File: config.mk
export PLATFORM = sky130hd
export DESIGN_NAME = sprite_raster_walker_flat
export DESIGN_NICKNAME = d
export VERILOG_FILES = /design/src/rtl/sprite_raster_walker_pkg.sv /design/src/rtl/sprite_raster_walker_if.sv /design/src/rtl/sprite_raster_walker_rect_counter.sv /design/src/rtl/sprite_raster_walker.sv /design/src/flat_wrapper.sv
export SDC_FILE = /design/constraint.sdc
export NUM_CORES = 1
export LEC_CHECK = 0
export BUFFER_PORTS_ARGS = -buffer_cell sky130_fd_sc_hd__buf_2
export CORE_ASPECT_RATIO = 1.75
export CORE_MARGIN = 3
export CORE_UTILIZATION = 61
export CTS_CLUSTER_DIAMETER = 120
export DETAILED_ROUTE_END_ITERATION = 12
export GPL_ROUTABILITY_DRIVEN = 0
export PLACE_DENSITY = 0.89
export SLEW_MARGIN = 20
export SYNTH_ARGS = -nofsm -noshare
export SYNTH_HDL_FRONTEND = slang
export SYNTH_SLANG_ARGS = --single-unit
File: constraint.sdc
create_clock -name clk -period 3.6 [get_ports clk]
set_clock_uncertainty 0.1 [all_clocks]
set_input_delay 0.9 -clock clk [delete_from_list [all_inputs] [get_ports clk]]
set_output_delay 0.9 -clock clk [all_outputs]
set_load 0.03 [all_outputs]
File: src/rtl/sprite_raster_walker_pkg.sv
// Shared constants for the sprite raster walker: drawing modes, FSM state
// encodings, visible screen size and the transparent colour index.
package sprite_raster_walker_pkg;

  localparam int SCREEN_W = 160;
  localparam int SCREEN_H = 120;

  localparam logic [2:0] TRANSP = 3'b101;

  typedef logic [1:0] mode_t;

  localparam mode_t MODE_FILL   = 2'd0;  // solid fill_color
  localparam mode_t MODE_SPRITE = 2'd1;  // ROM data, TRANSP index skipped
  localparam mode_t MODE_OPAQUE = 2'd2;  // ROM data, every pixel drawn

  localparam logic [1:0] ST_IDLE    = 2'd0;
  localparam logic [1:0] ST_SCAN    = 2'd1;
  localparam logic [1:0] ST_DRAIN   = 2'd2;
  localparam logic [1:0] ST_DONE_ST = 2'd3;

endpackage

File: src/rtl/sprite_raster_walker_if.sv
// Request, sprite-ROM and VGA plot signals of the raster walker.
// The ROM is sampled at the end of the cycle that presents rom_addr, so the
// colour of a pixel reaches the plot stream one cycle after its address.
interface sprite_raster_walker_if #(
  parameter int X_W     = 8,
  parameter int Y_W     = 7,
  parameter int SZ_W    = 6,
  parameter int ADDR_W  = 12,
  parameter int COLOR_W = 3
);
  logic               start;
  logic [1:0]         mode;
  logic [X_W-1:0]     x0;
  logic [Y_W-1:0]     y0;
  logic [SZ_W-1:0]    w;
  logic [SZ_W-1:0]    h;
  logic [COLOR_W-1:0] fill_color;
  logic               hold;
  logic [ADDR_W-1:0]  rom_addr;
  logic [COLOR_W-1:0] rom_data;
  logic [X_W-1:0]     x;
  logic [Y_W-1:0]     y;
  logic [COLOR_W-1:0] colour;
  logic               plot;
  logic               busy;
  logic               done;

  modport master (
    output start, mode, x0, y0, w, h, fill_color, hold, rom_data,
    input  rom_addr, x, y, colour, plot, busy, done
  );

  modport slave (
    input  start, mode, x0, y0, w, h, fill_color, hold, rom_data,
    output rom_addr, x, y, colour, plot, busy, done
  );
endinterface

File: src/rtl/sprite_raster_walker_rect_counter.sv
// Row-major column/row walker with a running ROM address (row*w + col built
// by +1 per pixel). Stops on the last pixel; clear restarts at the origin.
module sprite_raster_walker_rect_counter #(
  parameter int SZ_W   = 6,
  parameter int ADDR_W = 12
) (
  input  logic              clk,
  input  logic              resetn,
  input  logic              clear,
  input  logic              step,
  input  logic [SZ_W-1:0]   w,
  input  logic [SZ_W-1:0]   h,
  output logic [SZ_W-1:0]   col,
  output logic [SZ_W-1:0]   row,
  output logic [ADDR_W-1:0] addr,
  output logic              last
);

  logic [SZ_W-1:0]   col_q, col_d;
  logic [SZ_W-1:0]   row_q, row_d;
  logic [ADDR_W-1:0] addr_q, addr_d;
  logic              row_end;

  assign row_end = (col_q == w - 1'b1);
  assign last    = row_end && (row_q == h - 1'b1);

  // Next position: restart on clear, otherwise advance one pixel per step.
  always_comb begin
    col_d  = col_q;
    row_d  = row_q;
    addr_d = addr_q;
    if (clear) begin
      col_d  = '0;
      row_d  = '0;
      addr_d = '0;
    end else if (step && !last) begin
      addr_d = addr_q + 1'b1;
      if (row_end) begin
        col_d = '0;
        row_d = row_q + 1'b1;
      end else begin
        col_d = col_q + 1'b1;
      end
    end
  end

  // Position registers.
  always_ff @(posedge clk or negedge resetn) begin
    if (!resetn) begin
      col_q  <= '0;
      row_q  <= '0;
      addr_q <= '0;
    end else begin
      col_q  <= col_d;
      row_q  <= row_d;
      addr_q <= addr_d;
    end
  end

  assign col  = col_q;
  assign row  = row_q;
  assign addr = addr_q;

endmodule

File: src/rtl/sprite_raster_walker.sv
// Rectangle scanner for the VGA drawing path. A start pulse latches origin,
// size, mode and fill colour; the walker then fetches every pixel row-major
// and emits a registered (x, y, colour, plot) stream with clipping and
// transparency. hold stalls the whole pipeline and masks plot.
module sprite_raster_walker #(
  parameter int X_W      = 8,
  parameter int Y_W      = 7,
  parameter int SCREEN_W = sprite_raster_walker_pkg::SCREEN_W,
  parameter int SCREEN_H = sprite_raster_walker_pkg::SCREEN_H,
  parameter int SZ_W     = 6,
  parameter int ADDR_W   = 12,
  parameter int COLOR_W  = 3,
  parameter logic [COLOR_W-1:0] TRANSP = sprite_raster_walker_pkg::TRANSP
) (
  input logic                   clk,
  input logic                   resetn,
  sprite_raster_walker_if.slave bus
);
  import sprite_raster_walker_pkg::*;

  // Sums carry two spare bits so an off-screen origin plus offset can never
  // wrap back onto the visible area.
  localparam int XS_W = X_W + 2;
  localparam int YS_W = Y_W + 2;
  typedef logic [XS_W-1:0] xs_t;
  typedef logic [YS_W-1:0] ys_t;
  localparam xs_t X_LIM = xs_t'(SCREEN_W);
  localparam ys_t Y_LIM = ys_t'(SCREEN_H);

  logic [1:0]         state_q, state_d;
  mode_t              mode_q, mode_d;
  logic [X_W-1:0]     x0_q, x0_d;
  logic [Y_W-1:0]     y0_q, y0_d;
  logic [SZ_W-1:0]    w_q, w_d;
  logic [SZ_W-1:0]    h_q, h_d;
  logic [COLOR_W-1:0] fill_q, fill_d;
  logic [X_W-1:0]     x_q, x_d;
  logic [Y_W-1:0]     y_q, y_d;
  logic [COLOR_W-1:0] colour_q, colour_d;
  logic               plot_q, plot_d;

  logic               accept, rect_empty, adv, fetching, last;
  logic [SZ_W-1:0]    col, row;
  logic [ADDR_W-1:0]  addr;
  xs_t                xs;
  ys_t                ys;
  logic [COLOR_W-1:0] pix_colour;
  logic               clipped, transparent;

  assign accept     = bus.start && (state_q == ST_IDLE);
  assign rect_empty = (bus.w == '0) || (bus.h == '0);
  assign adv        = !bus.hold;
  assign fetching   = (state_q == ST_SCAN);

  sprite_raster_walker_rect_counter #(
    .SZ_W   (SZ_W),
    .ADDR_W (ADDR_W)
  ) u_rect_counter (
    .clk    (clk),
    .resetn (resetn),
    .clear  (accept && !rect_empty),
    .step   (adv && fetching),
    .w      (w_q),
    .h      (h_q),
    .col    (col),
    .row    (row),
    .addr   (addr),
    .last   (last)
  );

  // Request parameters are captured only on accept.
  always_comb begin
    mode_d = mode_q;
    x0_d   = x0_q;
    y0_d   = y0_q;
    w_d    = w_q;
    h_d    = h_q;
    fill_d = fill_q;
    if (accept) begin
      mode_d = bus.mode;
      x0_d   = bus.x0;
      y0_d   = bus.y0;
      w_d    = bus.w;
      h_d    = bus.h;
      fill_d = bus.fill_color;
    end
  end

  // Sequencing: an empty rectangle skips straight to the done cycle; DRAIN
  // lets the last fetched pixel leave the output stage.
  always_comb begin
    state_d = state_q;
    case (state_q)
      ST_IDLE:    if (bus.start) state_d = rect_empty ? ST_DONE_ST : ST_SCAN;
      ST_SCAN:    if (adv && last) state_d = ST_DRAIN;
      ST_DRAIN:   if (adv) state_d = ST_DONE_ST;
      ST_DONE_ST: state_d = ST_IDLE;
      default:    state_d = ST_IDLE;
    endcase
  end

  assign xs          = xs_t'(x0_q) + xs_t'(col);
  assign ys          = ys_t'(y0_q) + ys_t'(row);
  assign pix_colour  = (mode_q == MODE_FILL) ? fill_q : bus.rom_data;
  assign clipped     = (xs >= X_LIM) || (ys >= Y_LIM);
  assign transparent = (mode_q == MODE_SPRITE) && (pix_colour == TRANSP);

  // Output stage: register the fetched pixel; clipped and transparent pixels
  // still take their slot but do not strobe plot.
  always_comb begin
    x_d      = x_q;
    y_d      = y_q;
    colour_d = colour_q;
    plot_d   = plot_q;
    if (adv) begin
      plot_d = fetching && !clipped && !transparent;
      if (fetching) begin
        x_d      = xs[X_W-1:0];
        y_d      = ys[Y_W-1:0];
        colour_d = pix_colour;
      end
    end
  end

  // State, latched request and output registers.
  always_ff @(posedge clk or negedge resetn) begin
    if (!resetn) begin
      state_q  <= ST_IDLE;
      mode_q   <= MODE_FILL;
      x0_q     <= '0;
      y0_q     <= '0;
      w_q      <= '0;
      h_q      <= '0;
      fill_q   <= '0;
      x_q      <= '0;
      y_q      <= '0;
      colour_q <= '0;
      plot_q   <= 1'b0;
    end else begin
      state_q  <= state_d;
      mode_q   <= mode_d;
      x0_q     <= x0_d;
      y0_q     <= y0_d;
      w_q      <= w_d;
      h_q      <= h_d;
      fill_q   <= fill_d;
      x_q      <= x_d;
      y_q      <= y_d;
      colour_q <= colour_d;
      plot_q   <= plot_d;
    end
  end

  assign bus.rom_addr = addr;
  assign bus.x        = x_q;
  assign bus.y        = y_q;
  assign bus.colour   = colour_q;
  assign bus.plot     = plot_q && !bus.hold;
  assign bus.busy     = (state_q != ST_IDLE);
  assign bus.done     = (state_q == ST_DONE_ST);

endmodule

File: src/flat_wrapper.sv
// flat-port wrapper written by rule: the top's interface ports become plain ports
module sprite_raster_walker_flat import sprite_raster_walker_pkg::*;
#(
  parameter int X_W      = 8,
  parameter int Y_W      = 7,
  parameter int SCREEN_W = sprite_raster_walker_pkg::SCREEN_W,
  parameter int SCREEN_H = sprite_raster_walker_pkg::SCREEN_H,
  parameter int SZ_W     = 6,
  parameter int ADDR_W   = 12,
  parameter int COLOR_W  = 3,
  parameter logic [COLOR_W-1:0] TRANSP = sprite_raster_walker_pkg::TRANSP
)
  (clk, resetn, bus_start, bus_mode, bus_x0, bus_y0, bus_w, bus_h, bus_fill_color, bus_hold, bus_rom_data, bus_rom_addr, bus_x, bus_y, bus_colour, bus_plot, bus_busy, bus_done);
  sprite_raster_walker_if #(.X_W(X_W), .Y_W(Y_W), .SZ_W(SZ_W), .ADDR_W(ADDR_W), .COLOR_W(COLOR_W)) bus_i ();
  input logic clk;
  input logic resetn;
  input wire logic [$bits(bus_i.start)-1:0] bus_start;
  input wire logic [$bits(bus_i.mode)-1:0] bus_mode;
  input wire logic [$bits(bus_i.x0)-1:0] bus_x0;
  input wire logic [$bits(bus_i.y0)-1:0] bus_y0;
  input wire logic [$bits(bus_i.w)-1:0] bus_w;
  input wire logic [$bits(bus_i.h)-1:0] bus_h;
  input wire logic [$bits(bus_i.fill_color)-1:0] bus_fill_color;
  input wire logic [$bits(bus_i.hold)-1:0] bus_hold;
  input wire logic [$bits(bus_i.rom_data)-1:0] bus_rom_data;
  output wire logic [$bits(bus_i.rom_addr)-1:0] bus_rom_addr;
  output wire logic [$bits(bus_i.x)-1:0] bus_x;
  output wire logic [$bits(bus_i.y)-1:0] bus_y;
  output wire logic [$bits(bus_i.colour)-1:0] bus_colour;
  output wire logic [$bits(bus_i.plot)-1:0] bus_plot;
  output wire logic [$bits(bus_i.busy)-1:0] bus_busy;
  output wire logic [$bits(bus_i.done)-1:0] bus_done;
  assign bus_i.start = bus_start;
  assign bus_i.mode = bus_mode;
  assign bus_i.x0 = bus_x0;
  assign bus_i.y0 = bus_y0;
  assign bus_i.w = bus_w;
  assign bus_i.h = bus_h;
  assign bus_i.fill_color = bus_fill_color;
  assign bus_i.hold = bus_hold;
  assign bus_i.rom_data = bus_rom_data;
  assign bus_rom_addr = bus_i.rom_addr;
  assign bus_x = bus_i.x;
  assign bus_y = bus_i.y;
  assign bus_colour = bus_i.colour;
  assign bus_plot = bus_i.plot;
  assign bus_busy = bus_i.busy;
  assign bus_done = bus_i.done;
  sprite_raster_walker #(.X_W(X_W), .Y_W(Y_W), .SCREEN_W(SCREEN_W), .SCREEN_H(SCREEN_H), .SZ_W(SZ_W), .ADDR_W(ADDR_W), .COLOR_W(COLOR_W), .TRANSP(TRANSP)) u_core (.clk(clk), .resetn(resetn), .bus(bus_i));
endmodule
---- After elaboration in Yosys (flattened, before gate mapping) ----
Index checks and enable logic that the tools add are counted.
word-level totals
  register bits ........................... 77
  input port bits ......................... 39
  output and inout bits ................... 33
  word-level logic and storage cells ...... 75
cells by class
  $add $sub $neg .......................... 7
  magnitude comparators ................... 2
  eq/ne operators ......................... 10
  multiplexer cells ....................... 14
  bitwise gates (word level) .............. 1
  reduce and logical (&&, ||, !) cells .... 27
operators by type and width
  kind                                                   number
  two-way mux 6 bit                                      6
  two-way mux 12 bit                                     2
  adder 12 x 1 -> 12 bit (second input constant)         1
  adder 6 x 1 -> 6 bit (second input constant)           2
  == test 6 bit                                          2
  logical NOT 6 bit                                      2
  subtractor 6 x 1 -> 6 bit (second input constant)      2
  >= comparator 10 x 8 -> 1 bit (second input constant)  1
  logical AND 1 bit                                      10
  adder 8 x 6 -> 9 bit                                   1
  >= comparator 9 x 7 -> 1 bit (second input constant)   1
  adder 7 x 6 -> 8 bit                                   1
  two-way mux 2 bit                                      4
  one-hot mux 2 bit (4 select lines)                     1
  != test 2 bit (second input constant)                  3
  nonzero test 2 bit                                     3
  logical NOT 1 bit                                      5
  == test 2 x 1 -> 1 bit (second input constant)         2
  == test 2 bit (second input constant)                  2
  logical NOT 2 bit                                      2
  AND reduction 2 bit                                    2
  == test 3 bit (second input constant)                  1
  two-way mux 3 bit                                      1
  AND reduction 3 bit                                    1
  2 further kinds                                        3

---- Longest topological paths before layout ----
  depth in word-level cells ............... 7
  mapped depth ............................ 10
  depth with buffers taken out ............ 10

---- Cells and area by module ----
From an unflattened synthesis, not the netlist that was laid out.
unflattened totals
  cells, all modules ...................... 409
  area, all modules ....................... 4370.4 um2
modules (own cells, without submodules)
  module                             instances  cells each  area each (um2)  sequential area each (um2)
  sprite_raster_walker               1          232         2683.8           1326.3
  sprite_raster_walker_rect_counter  1          177         1686.6           600.6

---- Worst setup path after synthesis ----
Ideal clock, no wire load.
  path kind ............................... input-to-reg
  from .................................... in bus_w[3]
  to ...................................... reg u_core.u_rect_counter.addr_q[2] (netlist: u_core.u_rect_counter.addr[2])
  setup time .............................. 0.066 ns
  data arrival time ....................... 2.472 ns
  data required time ...................... 3.434 ns
  setup slack ............................. 0.962 ns
  cell stages on the path ................. 7
  buffers on the path ..................... 1
  cells stage by stage .................... or4_1 -> nor3_1 -> a21oi_1 -> nor2b_1 -> clkbuf_1 -> or4_1 -> nand2_1
on the way
  word-level cells in the longest chain between the ends .. 5
  elaborated cells between the ends (all ways) .. 6
  those cells by class .................... mux: 1; reduce/logical: 5
ends and longest elaborated chain
  what                                                      line                                     text
  start: declaration                                        flat_wrapper.sv:21                       input wire logic [$bits(bus_i.w)-1:0] bus_w;
  logical NOT 6 bit (*)                                     sprite_raster_walker.sv:51               assign rect_empty = (bus.w == '0) || (bus.h == '0);
  logical OR 1 bit (*)                                      sprite_raster_walker.sv:51
  logical NOT 1 bit (*)                                     sprite_raster_walker.sv:61               .clear (accept && !rect_empty),
  logical AND 1 bit (*)                                     sprite_raster_walker.sv:61
  two-way mux 12 bit or nonzero test 2 bit (tied branches)  -
  end signal: assignment                                    sprite_raster_walker_rect_counter.sv:56  addr_q <= addr_d;
  end: declaration                                          sprite_raster_walker_rect_counter.sv:21  logic [ADDR_W-1:0] addr_q, addr_d;
Mark *: on every way between the ends. The rest lies on a longest branch, timed or not.
A chain may end at the register's enable or synchronous reset.

---- Final worst setup path ----
  from .................................... reg u_core.w_q[0]
  to ...................................... reg u_core.u_rect_counter.row_q[5] (netlist: u_core.u_rect_counter.row[5])
on the way
  word-level cells in the longest chain between the ends .. 7
  elaborated cells between the ends (all ways) .. 8
  those cells by class .................... add/sub: 1; eq/ne: 1; reduce/logical: 6
ends and longest elaborated chain
  what                                      line                                     text
  start: declaration                        sprite_raster_walker.sv:34               logic [SZ_W-1:0] w_q, w_d;
  start signal: assignment                  sprite_raster_walker.sv:144              w_q <= w_d;
  subtractor 6 x 1 -> 6 bit (*)             sprite_raster_walker_rect_counter.sv:24  assign row_end = (col_q == w - 1'b1);
  == test 6 bit (*)                         sprite_raster_walker_rect_counter.sv:24
  logical AND 1 bit                         sprite_raster_walker_rect_counter.sv:25  assign last = row_end && (row_q == h - 1'b1);
  logical NOT 1 bit                         sprite_raster_walker_rect_counter.sv:36  end else if (step && !last) begin
  logical AND 1 bit                         sprite_raster_walker_rect_counter.sv:36
  nonzero test 2 bit (no source line)       -
  AND reduction 2 bit (no source line) (*)  -
  end signal: assignment                    sprite_raster_walker_rect_counter.sv:55  row_q <= row_d;
  end: declaration                          sprite_raster_walker_rect_counter.sv:20  logic [SZ_W-1:0] row_q, row_d;
Marks and branches as above.

==> metrics.cfg <==
[run_status]
status = finished, final reports clean

[setup_path]
crit_family = simple AND/OR/NAND/NOR gates
cp-start-kind = register
setup.worst_path.end_class = register
crit_slowest_cell = or4_1
cp.arrival_ns = 2.83
reg2regPathDepth = 8
path_class = register to register
max_stage_delay_ns = 0.50
crit_chain = inv_1 -> ha_1 -> or3_1 -> a31oi_2 -> and4_1 -> nand3_4 -> or4_1 -> a21oi_1
crit_buf_inv = 1
reg2reg_to = u_core.u_rect_counter.row[5]
rrSetupSlack_ns = 0.93
critPathRequiredTime_ns = 3.76
reg2reg_from = u_core.w_q[0]
critPathMaxFanout = 8

[sta]
rsz0062_at_grt = false
tns_ns = 0
setup_viol = 0
max_freq_ghz = 0.375
worstMarginPinSlew_ns = 0.944
period_share_pct = 74.0
hold_viol_final = 0
min_period_ns = 2.67
drv_slew = 0
relSlewSlack_pct = 37.1

[clocking]
cts_buffer_depth = 2
cts_root_buffer = clkbuf_16
insertion_delay_ns = 0.33
cts_resized = 0
numCtsBuffers = 9
post_cts_buffers = 0
cts_max_level = 3
cts_sinks = 77
tritoncts = yes
ctsHoldBuffers = 0
clkTransAtPathRegs_ns = 0.05

[yosys]
yosys.area.top_type = dfrtp_1
yosysUniqueCellTypes = 50
syn-mean-instance-area_sq_um = 10.1
synth_area_sq_um = 4300
yosys_most_used_dff = dfrtp_1
netlist_top_cells_area = dfrtp_1 (45%), mux2_2 (8.4%), ha_1 (6.4%), nand2_1 (3.7%), o21ai_0 (3.6%)
synth_edf_count = 0
synth_common_cells = dfrtp_1 (77), nand2_1 (42), mux2_2 (32)
ys_seq_area_share_pct = 44.8
synth_nets = 488
synthCells = 425
yosysMostFrequentCell = dfrtp_1
async_flop_share_pct = 100
synth_top_cell_area_share_pct = 44.8
ys_seq_elements = 77
yosys_warnings = 0

[pwr]
p_clk_share_pct = 19.6
netSwitchingPower_mw = 1.82
pwr-share-seq_pct = 34.2
power_leakage_nw = 2.37
swShare_pct = 41.0
p_comb_share_pct = 46.1
vdd_drop_max_mv = 0.508
p_per_area_nw_per_um2 = 886
p_int_mw = 2.62

[floorplan]
rows = 39
die_h_um = 117
io_pins = 72
start_util_pct = 64.3
core_sq_um = 6690
die_w_um = 69.5
dieArea_sq_um = 8130

[hold_path]
worstHoldPathCells = 2
whs_endpoint = u_core.bus.y[5]
hp-start = u_core.bus.y[5]
holdCritPathClass = register to register

[final_layout]
areaGrowthSynthToFinish_pct = 16.6
drive_gt1_share_pct = 25.1
fin_nets = 560
diodes = 0
postLayoutCellArea_sq_um = 5010

[grt]
grt_pass1_vias = 3455
grt_first_pass_wirelength_mm = 15.8
overflow = 0
grtUsageTotal_pct = 24.7
grt_start_max_net_pins = 78
antenna_found_initial = 0

[detailed_routing]
via_per_inst = 5.91
totalWireLength_mm = 9.45
via_count = 3454
drc_errors = 0
drtIter0Drc = 245
first_pass_iters = 4
wl_per_cell_um = 16.2
antenna_left = 0

[placement]
io_buffers = 71
dp_hpwl_mm = 6.98
dpl_cell_area_sq_um = 4720

[flow_run]
maxCapViolCount = 0

[metrics by stage]
step	utilization (%)	hold slack [ns]	power (mW)	cells	setup WS [ns]
CTS	75.0	0.377	4.46	584	0.924
global route	75.0	0.399	4.76	584	0.806
detailed placement	70.6	0.363	3.57	568	0.698
global placement	70.6	0.357	3.43	568	0.764
finish	75.0	0.367	4.44	584	0.934
floorplan	-	0.379	3.04	425	0.962
[worst max path at each step]
| stage | from | end | depth (start not counted) |
|---|---|---|---|
| 2_1_floorplan | bus_w[3] | u_core.u_rect_counter.addr[2] | 7 |
| 6_report | u_core.w_q[0] | u_core.u_rect_counter.row[5] | 8 |
| 5_1_grt | u_core.w_q[0] | u_core.u_rect_counter.row[5] | 8 |
| 3_3_place_gp | bus_w[3] | u_core.u_rect_counter.addr[3] | 7 |
| 4_1_cts | u_core.w_q[0] | u_core.u_rect_counter.row[5] | 8 |
| 3_5_place_dp | bus_w[3] | u_core.u_rect_counter.addr[5] | 7 |
[worst min-delay path, stage by stage, from the launching register on]
cell	delay [ns]
dfrtp_1	0.33
nand2_1	0.04
o21ai_0	0.05
[layout by cell type, fill, tap and decap left out, types with 2 or more instances in the layout]
cell        n
nor3_1     16
xnor2_1    12
a21oi_1    28
clkbuf_8    4
o21a_1      3
mux2_2     32
clkbuf_16   9
ha_1       22
nand4_1     2
a211oi_1    4
fa_1        2
a31oi_1     2
mux2i_1     7
inv_1      13
nand3_1    11
o31ai_1     6
nor2_1     26
nand2_1    42
dfrtp_1    77
or3_1       6
o2111ai_1   2
o21ai_0    31
xor2_1     16
o21bai_1    3
buf_4       6
nand2b_1    3
buf_2      70
or4_1       7
o211ai_1    4
nor2b_1     9
clkbuf_1    3
a21o_1      4
and3_1      3
[power groups by stage]
stage / Sequential [mW] / Clock, mW / Combinational (mW)
after floorplan: 1.65 / 0 / 1.39
after global placement: 1.50 / 0 / 1.93
after detailed placement: 1.53 / 0 / 2.03
after CTS: 1.52 / 0.882 / 2.06
after global routing: 1.58 / 0.924 / 2.26
final: 1.52 / 0.871 / 2.05
[per-layer routing]
layer | share of wire (%) | vias to the layer above | track usage, %
met2 | 54 | 100 | 45.3
met1 | 39 | 1669 | 26.7
met3 | 5.0 | 17 | 6.15
li1 | - | 1668 | -
met4 | 2.3 | 0 | 11.7
met5 | 0 | - | 0
[cells by family (layout without fill, tap and decap cells)]
family / count (synthesis) / after routing / synth area share, %
simple gates: 135 / 135 / 16.1
flops: 77 / 77 / 44.8
buf+inv: 28 / 105 / 2.94
compound gates: 94 / 94 / 13.2
mux: 39 / 39 / 10.0
fa+ha+maj: 24 / 24 / 7.33
xor+xnor: 28 / 28 / 5.70
[area by class of cell]
| class | instances | area [sq um] |
|---|---|---|
| multi-input cells | 320 | 2250 |
| flip-flops and latches | 77 | 1930 |
| fillers | 464 | 1670 |
| repair buffers | 76 | 395 |
| clock buffers | 16 | 292 |
| well taps | 82 | 103 |
| inverters | 13 | 48.8 |
[state kept, by name, summed over array words and instances (netlist names)]
signal and count:
u_core.bus.colour 3, u_core.bus.x 8, u_core.bus.y 7, u_core.fill_q 3
u_core.h_q 6, u_core.mode_q 2, u_core.plot_q 1, u_core.state_q 2
u_core.u_rect_counter.addr 12, u_core.u_rect_counter.col 6, u_core.u_rect_counter.row 6, u_core.w_q 6
u_core.x0_q 8, u_core.y0_q 7
(Power assumes the default switching activity.)
